## src/rtl/shift_arbiter.sv

```systemverilog
// shift_arbiter: round-robin sharing of one 16-bit logical-left barrel shifter
// among NUM_REQ valid/ready requesters. Results go through one registered slot,
// tagged with the requester index, and honour downstream backpressure.
module shift_arbiter #(
  parameter int unsigned NUM_REQ = 4,
  parameter int unsigned ID_W    = 2
) (
  input  logic                    clk,
  input  logic                    rst_n,
  input  logic [NUM_REQ-1:0]      req_valid,
  input  logic [16*NUM_REQ-1:0]   req_op,
  input  logic [4*NUM_REQ-1:0]    req_mag,
  output logic [NUM_REQ-1:0]      req_ready,
  output logic                    res_valid,
  output logic [15:0]             res_data,
  output logic [ID_W-1:0]         res_id,
  input  logic                    res_ready
);

  logic              res_valid_q, res_valid_d;
  logic [15:0]       res_data_q,  res_data_d;
  logic [ID_W-1:0]   res_id_q,    res_id_d;
  logic [ID_W-1:0]   rr_ptr_q,    rr_ptr_d;

  logic              accept;
  logic              grant_found;
  logic [ID_W-1:0]   grant_idx;
  logic [ID_W-1:0]   search_idx;
  logic [15:0]       op_arr  [NUM_REQ];
  logic [3:0]        mag_arr [NUM_REQ];
  logic [15:0]       grant_op;
  logic [3:0]        grant_mag;

  // Split the flat operand/magnitude buses into per-requester lanes.
  always_comb begin
    for (int unsigned i = 0; i < NUM_REQ; i++) begin
      op_arr[i]  = req_op[16*i +: 16];
      mag_arr[i] = req_mag[4*i +: 4];
    end
  end

  // Round-robin search from rr_ptr; at most one one-hot grant, none in reset.
  always_comb begin
    accept      = !res_valid_q || res_ready;
    grant_found = 1'b0;
    grant_idx   = '0;
    search_idx  = '0;
    req_ready   = '0;
    if (rst_n && accept) begin
      for (int unsigned k = 0; k < NUM_REQ; k++) begin
        search_idx = ID_W'((32'(rr_ptr_q) + k) % NUM_REQ);
        if (!grant_found && req_valid[search_idx]) begin
          grant_found = 1'b1;
          grant_idx   = search_idx;
        end
      end
    end
    if (grant_found) begin
      req_ready[grant_idx] = 1'b1;
    end
  end

  // Shifter datapath and next state of the result slot and pointer.
  always_comb begin
    grant_op    = op_arr[grant_idx];
    grant_mag   = mag_arr[grant_idx];
    res_valid_d = res_valid_q;
    res_data_d  = res_data_q;
    res_id_d    = res_id_q;
    rr_ptr_d    = rr_ptr_q;
    if (grant_found) begin
      res_valid_d = 1'b1;
      res_data_d  = grant_op << grant_mag;
      res_id_d    = grant_idx;
      rr_ptr_d    = ID_W'((32'(grant_idx) + 1) % NUM_REQ);
    end else if (res_ready) begin
      // drain without refill: data/id keep their last values
      res_valid_d = 1'b0;
    end
  end

  // State registers with asynchronous active-low reset.
  always_ff @(posedge clk or negedge rst_n) begin
    if (!rst_n) begin
      res_valid_q <= 1'b0;
      res_data_q  <= '0;
      res_id_q    <= '0;
      rr_ptr_q    <= '0;
    end else begin
      res_valid_q <= res_valid_d;
      res_data_q  <= res_data_d;
      res_id_q    <= res_id_d;
      rr_ptr_q    <= rr_ptr_d;
    end
  end

  assign res_valid = res_valid_q;
  assign res_data  = res_data_q;
  assign res_id    = res_id_q;

endmodule

```

## config.mk

```make
export PLATFORM = sky130hd
export DESIGN_NAME = shift_arbiter
export DESIGN_NICKNAME = d
export VERILOG_FILES = /design/src/rtl/shift_arbiter.sv
export SDC_FILE = /design/constraint.sdc
export NUM_CORES = 1
export LEC_CHECK = 0
export ABC_AREA = 1
export CORE_ASPECT_RATIO = 1.4
export CORE_MARGIN = 4
export CORE_UTILIZATION = 59
export CTS_CLUSTER_SIZE = 12
export DETAILED_ROUTE_END_ITERATION = 16
export DONT_BUFFER_PORTS = 1
export PLACE_DENSITY = 0.81
export SLEW_MARGIN = 20
export SYNTH_ARGS = -nofsm -noshare
export SYNTH_HDL_FRONTEND = slang
export SYNTH_SLANG_ARGS = --single-unit
```

## constraint.sdc

```tcl
create_clock -name clk -period 2.5 [get_ports clk]
set_clock_uncertainty 0.15 [all_clocks]
set_input_delay 0.5 -clock clk [delete_from_list [all_inputs] [get_ports clk]]
set_output_delay 0.5 -clock clk [all_outputs]
set_load 0.02 [all_outputs]
```

==> results.json <==
{
  "antenna_found_initial": 0,
  "slew_headroom_pct": 36.2,
  "rows": 28,
  "crit_arrival_ps": 3170,
  "mappedNetlistArea_sq_um": 2700,
  "final_hold_viol_count": 0,
  "yosysTopAreaCellShare_pct": 24.1,
  "swShare_pct": 59.7,
  "synth_edf_count": 0,
  "clkTransAtPathRegs_ps": 80,
  "fin_crit_ps": 3160,
  "ir_drop_mv": 1.27,
  "drt_first_pass_iters": 6,
  "h-tree-depth": 1,
  "synth_nets": 557,
  "io_buffers": 0,
  "critPathRequiredTime_ps": 2510,
  "grt_pass1_vias": 3292,
  "synthTopCellsByArea": "nand2_1, dfrtp_1, nand3_1",
  "startpoint_type": "register",
  "drt-wirelength-per-cell_um": 22.4,
  "die_x_um": 65.2,
  "maxCapViolations": 0,
  "r2r-end": "res_data[13]$_DFFE_PN0P_",
  "outcome": "complete, but fails checks",
  "drc": 0,
  "ff2ff_path_depth": 21,
  "grt_pass1_wl_um": 14400,
  "cp-startpoint": "rr_ptr_q[1]$_DFFE_PN0P_",
  "fin_ws_ps": -662,
  "p_clk_share_pct": 3.2,
  "drive_above_1_share_pct": 43.2,
  "synth_ff_type": "dfrtp_1",
  "insertion_delay_ps": 270,
  "switchingPower_mw": 4.37,
  "hold_class": "input pin to register",
  "drtIter0Drc": 550,
  "start_util_pct": 62.7,
  "netlist_instances": 466,
  "crit_type": "register to register",
  "numCtsBuffers": 3,
  "synth_most_common_cell": "nand2_1",
  "die_h_um": 88.0,
  "max_freq_ghz": 0.316,
  "fin_util_pct": 91.0,
  "tightest_slew_ps": 954,
  "pin_count": 110,
  "pwr-share-seq_pct": 10.4,
  "hpwl_um": 5950,
  "stdcell_area_sq_um": 3920,
  "dieArea_sq_um": 5740,
  "cts.sinks": 21,
  "ys_ff_latch": 21,
  "synth.distinct_cells": 25,
  "synth_commonest_cells": "nand2_1, nand3_1, inv_1",
  "p_int_mw": 2.95,
  "antenna_cells": 0,
  "gp_congestion": 0.908,
  "grt_overflow": 0,
  "syn_area_per_cell_sq_um": 5.79,
  "via_count": 3933,
  "power_frac_comb_pct": 86.4,
  "clockRootBuffer": "clkbuf_8",
  "post-route-period-util_pct": 126,
  "rrSetupSlack_ps": -660,
  "rsz0062_at_grt": "yes",
  "grt_use_total_pct": 31.2,
  "cp-end-kind": "register",
  "cts_tree": "yes",
  "synth_warnings": 0,
  "totalWireLength_um": 12900,
  "violations": "setup timing",
  "report.final.slew_viol_count": 0,
  "crit_path_max_fanout": 5,
  "critPathCapture": "res_data[13]$_DFFE_PN0P_",
  "yosysTopAreaCell": "nand2_1",
  "final_nets": 610,
  "ys_seq_area_share_pct": 19.5,
  "grt_start_max_net_pins": 27,
  "worstReg2RegStart": "rr_ptr_q[1]$_DFFE_PN0P_",
  "dpl_cell_area_sq_um": 2910,
  "ant_nets": 0,
  "cellPowerDensity_nw_per_um2": 1870,
  "coreArea_sq_um": 4310,
  "clockBufferDepth": 2,
  "area_growth_pct": 45.2,
  "setup_viol": 20,
  "via_per_inst": 6.80,
  "p_leak_nw": 2.03,
  "async_flop_share_pct": 100
}
layout make-up:
| type | instances | area (sq um) |
|---|---|---|
| Inverter | 62 | 273 |
| Clock buffer | 3 | 41.3 |
| Clock inverter | 1 | 5.00 |
| Sequential cell | 21 | 527 |
| Multi-Input combinational cell | 359 | 2320 |
| Timing Repair Buffer | 69 | 658 |
| Tap cell | 60 | 75.1 |
| Fill cell | 179 | 388 |
| Timing Repair inverter | 3 | 23.8 |
flip-flops by register name (all words and copies together) (netlist names):
register and count:
rr_ptr_q 2, res_data 16, res_id 2, res_valid 1
timing repair:
item	in CTS	in global routing
buffers inserted	16	13
hold buffers	1	0
hold endpoints to repair	21	0
setup endpoints to repair	20	20
cloned	4	2
pin swaps	17	46
resized for setup	59	138
power groups by stage:
stage	Clock, mW	Sequential [mW]	Combinational, mW
2_1_floorplan	0	0.700	2.84
3_3_place_gp	0	0.743	3.61
3_5_place_dp	0	0.747	3.66
4_1_cts	0.226	0.739	4.31
5_1_grt	0.244	0.769	6.63
6_report	0.234	0.758	6.33
logic make-up (layout without fill, tap and decap cells):
logic type,count (synthesis),count (layout),share of synthesized area (%)
AOI/OAI and AO/OA,27,27,5.93
adders and majority gates,4,4,1.85
buffers and inverters,87,138,16.1
DFF,21,21,19.5
and+or+nand+nor,327,328,56.7
worst max-delay path, stage by stage (launching register included):
cell and delay (ps):
dfrtp_1 490, inv_2 130, buf_4 160, nand3_4 90, nand2_2 100, inv_1 190
nand3_2 130, nand2_4 110, inv_8 50, nand2_8 90, buf_6 130, buf_4 110
buf_6 110, nand2_1 60, nand3_1 100, nand2_1 80, inv_2 70, nand2_1 180
nand3_1 180, nand2_1 80, o21ai_2 140, nand3_1 80
layout by cell type, fill, tap and decap left out, types with 4 or more instances in the layout:
cell type  Yosys  final
a21oi_2        0      4
a22o_1         4      4
buf_4          3     40
buf_6         10     22
buf_8          0      4
dfrtp_1       21     20
inv_1         53     45
inv_2          6      9
inv_8          0      4
nand2_1      173    118
nand2_2        4     51
nand2_4        5     11
nand3_1      103     68
nand3_2        6     34
nand3_4        0      7
nand3b_1      21     21
nor2_2         1      4
nor2_4         1      8
o21ai_2        0      6
metal layers:
| metal | up-vias | track usage, % | wire length, um | part of all wire (%) |
|---|---|---|---|---|
| met4 | 0 | 17.9 | 1430 | 11 |
| met5 | - | 0 | 0 | 0 |
| met1 | 1728 | 35.6 | 3890 | 30 |
| met2 | 445 | 55.1 | 6080 | 47 |
| met3 | 162 | 4.11 | 1540 | 12 |
| li1 | 1598 | - | - | - |
metrics by stage:
stage | worst slack [ps] | power [mW] | setup TNS [ps] | cells | hold WS, ps
floorplan | -18.1 | 3.54 | -18.1 | 466 | 54.4
global placement | -149 | 4.35 | -2110 | 538 | 54.9
detailed placement | -249 | 4.41 | -3790 | 538 | 54.9
CTS | -200 | 5.28 | -2810 | 563 | 203
global route | -856 | 7.65 | -12420 | 578 | 215
finish | -662 | 7.32 | -9130 | 578 | 208
how the worst min path moves through the flow:
stage | depth (start not counted) | slack [ps] | from | endpoint
3_5_place_dp | 0 | 50 | rst_n | rr_ptr_q[0]$_DFFE_PN0P_
5_1_grt | 1 | 220 | res_ready | res_valid$_DFFE_PN0P_
3_3_place_gp | 0 | 50 | rst_n | rr_ptr_q[0]$_DFFE_PN0P_
4_1_cts | 1 | 200 | res_ready | res_valid$_DFFE_PN0P_
6_report | 1 | 210 | res_ready | res_valid$_DFFE_PN0P_
2_1_floorplan | 0 | 50 | rst_n | res_data[0]$_DFFE_PN0P_
No activity file was read; power rests on OpenSTA's default activity.
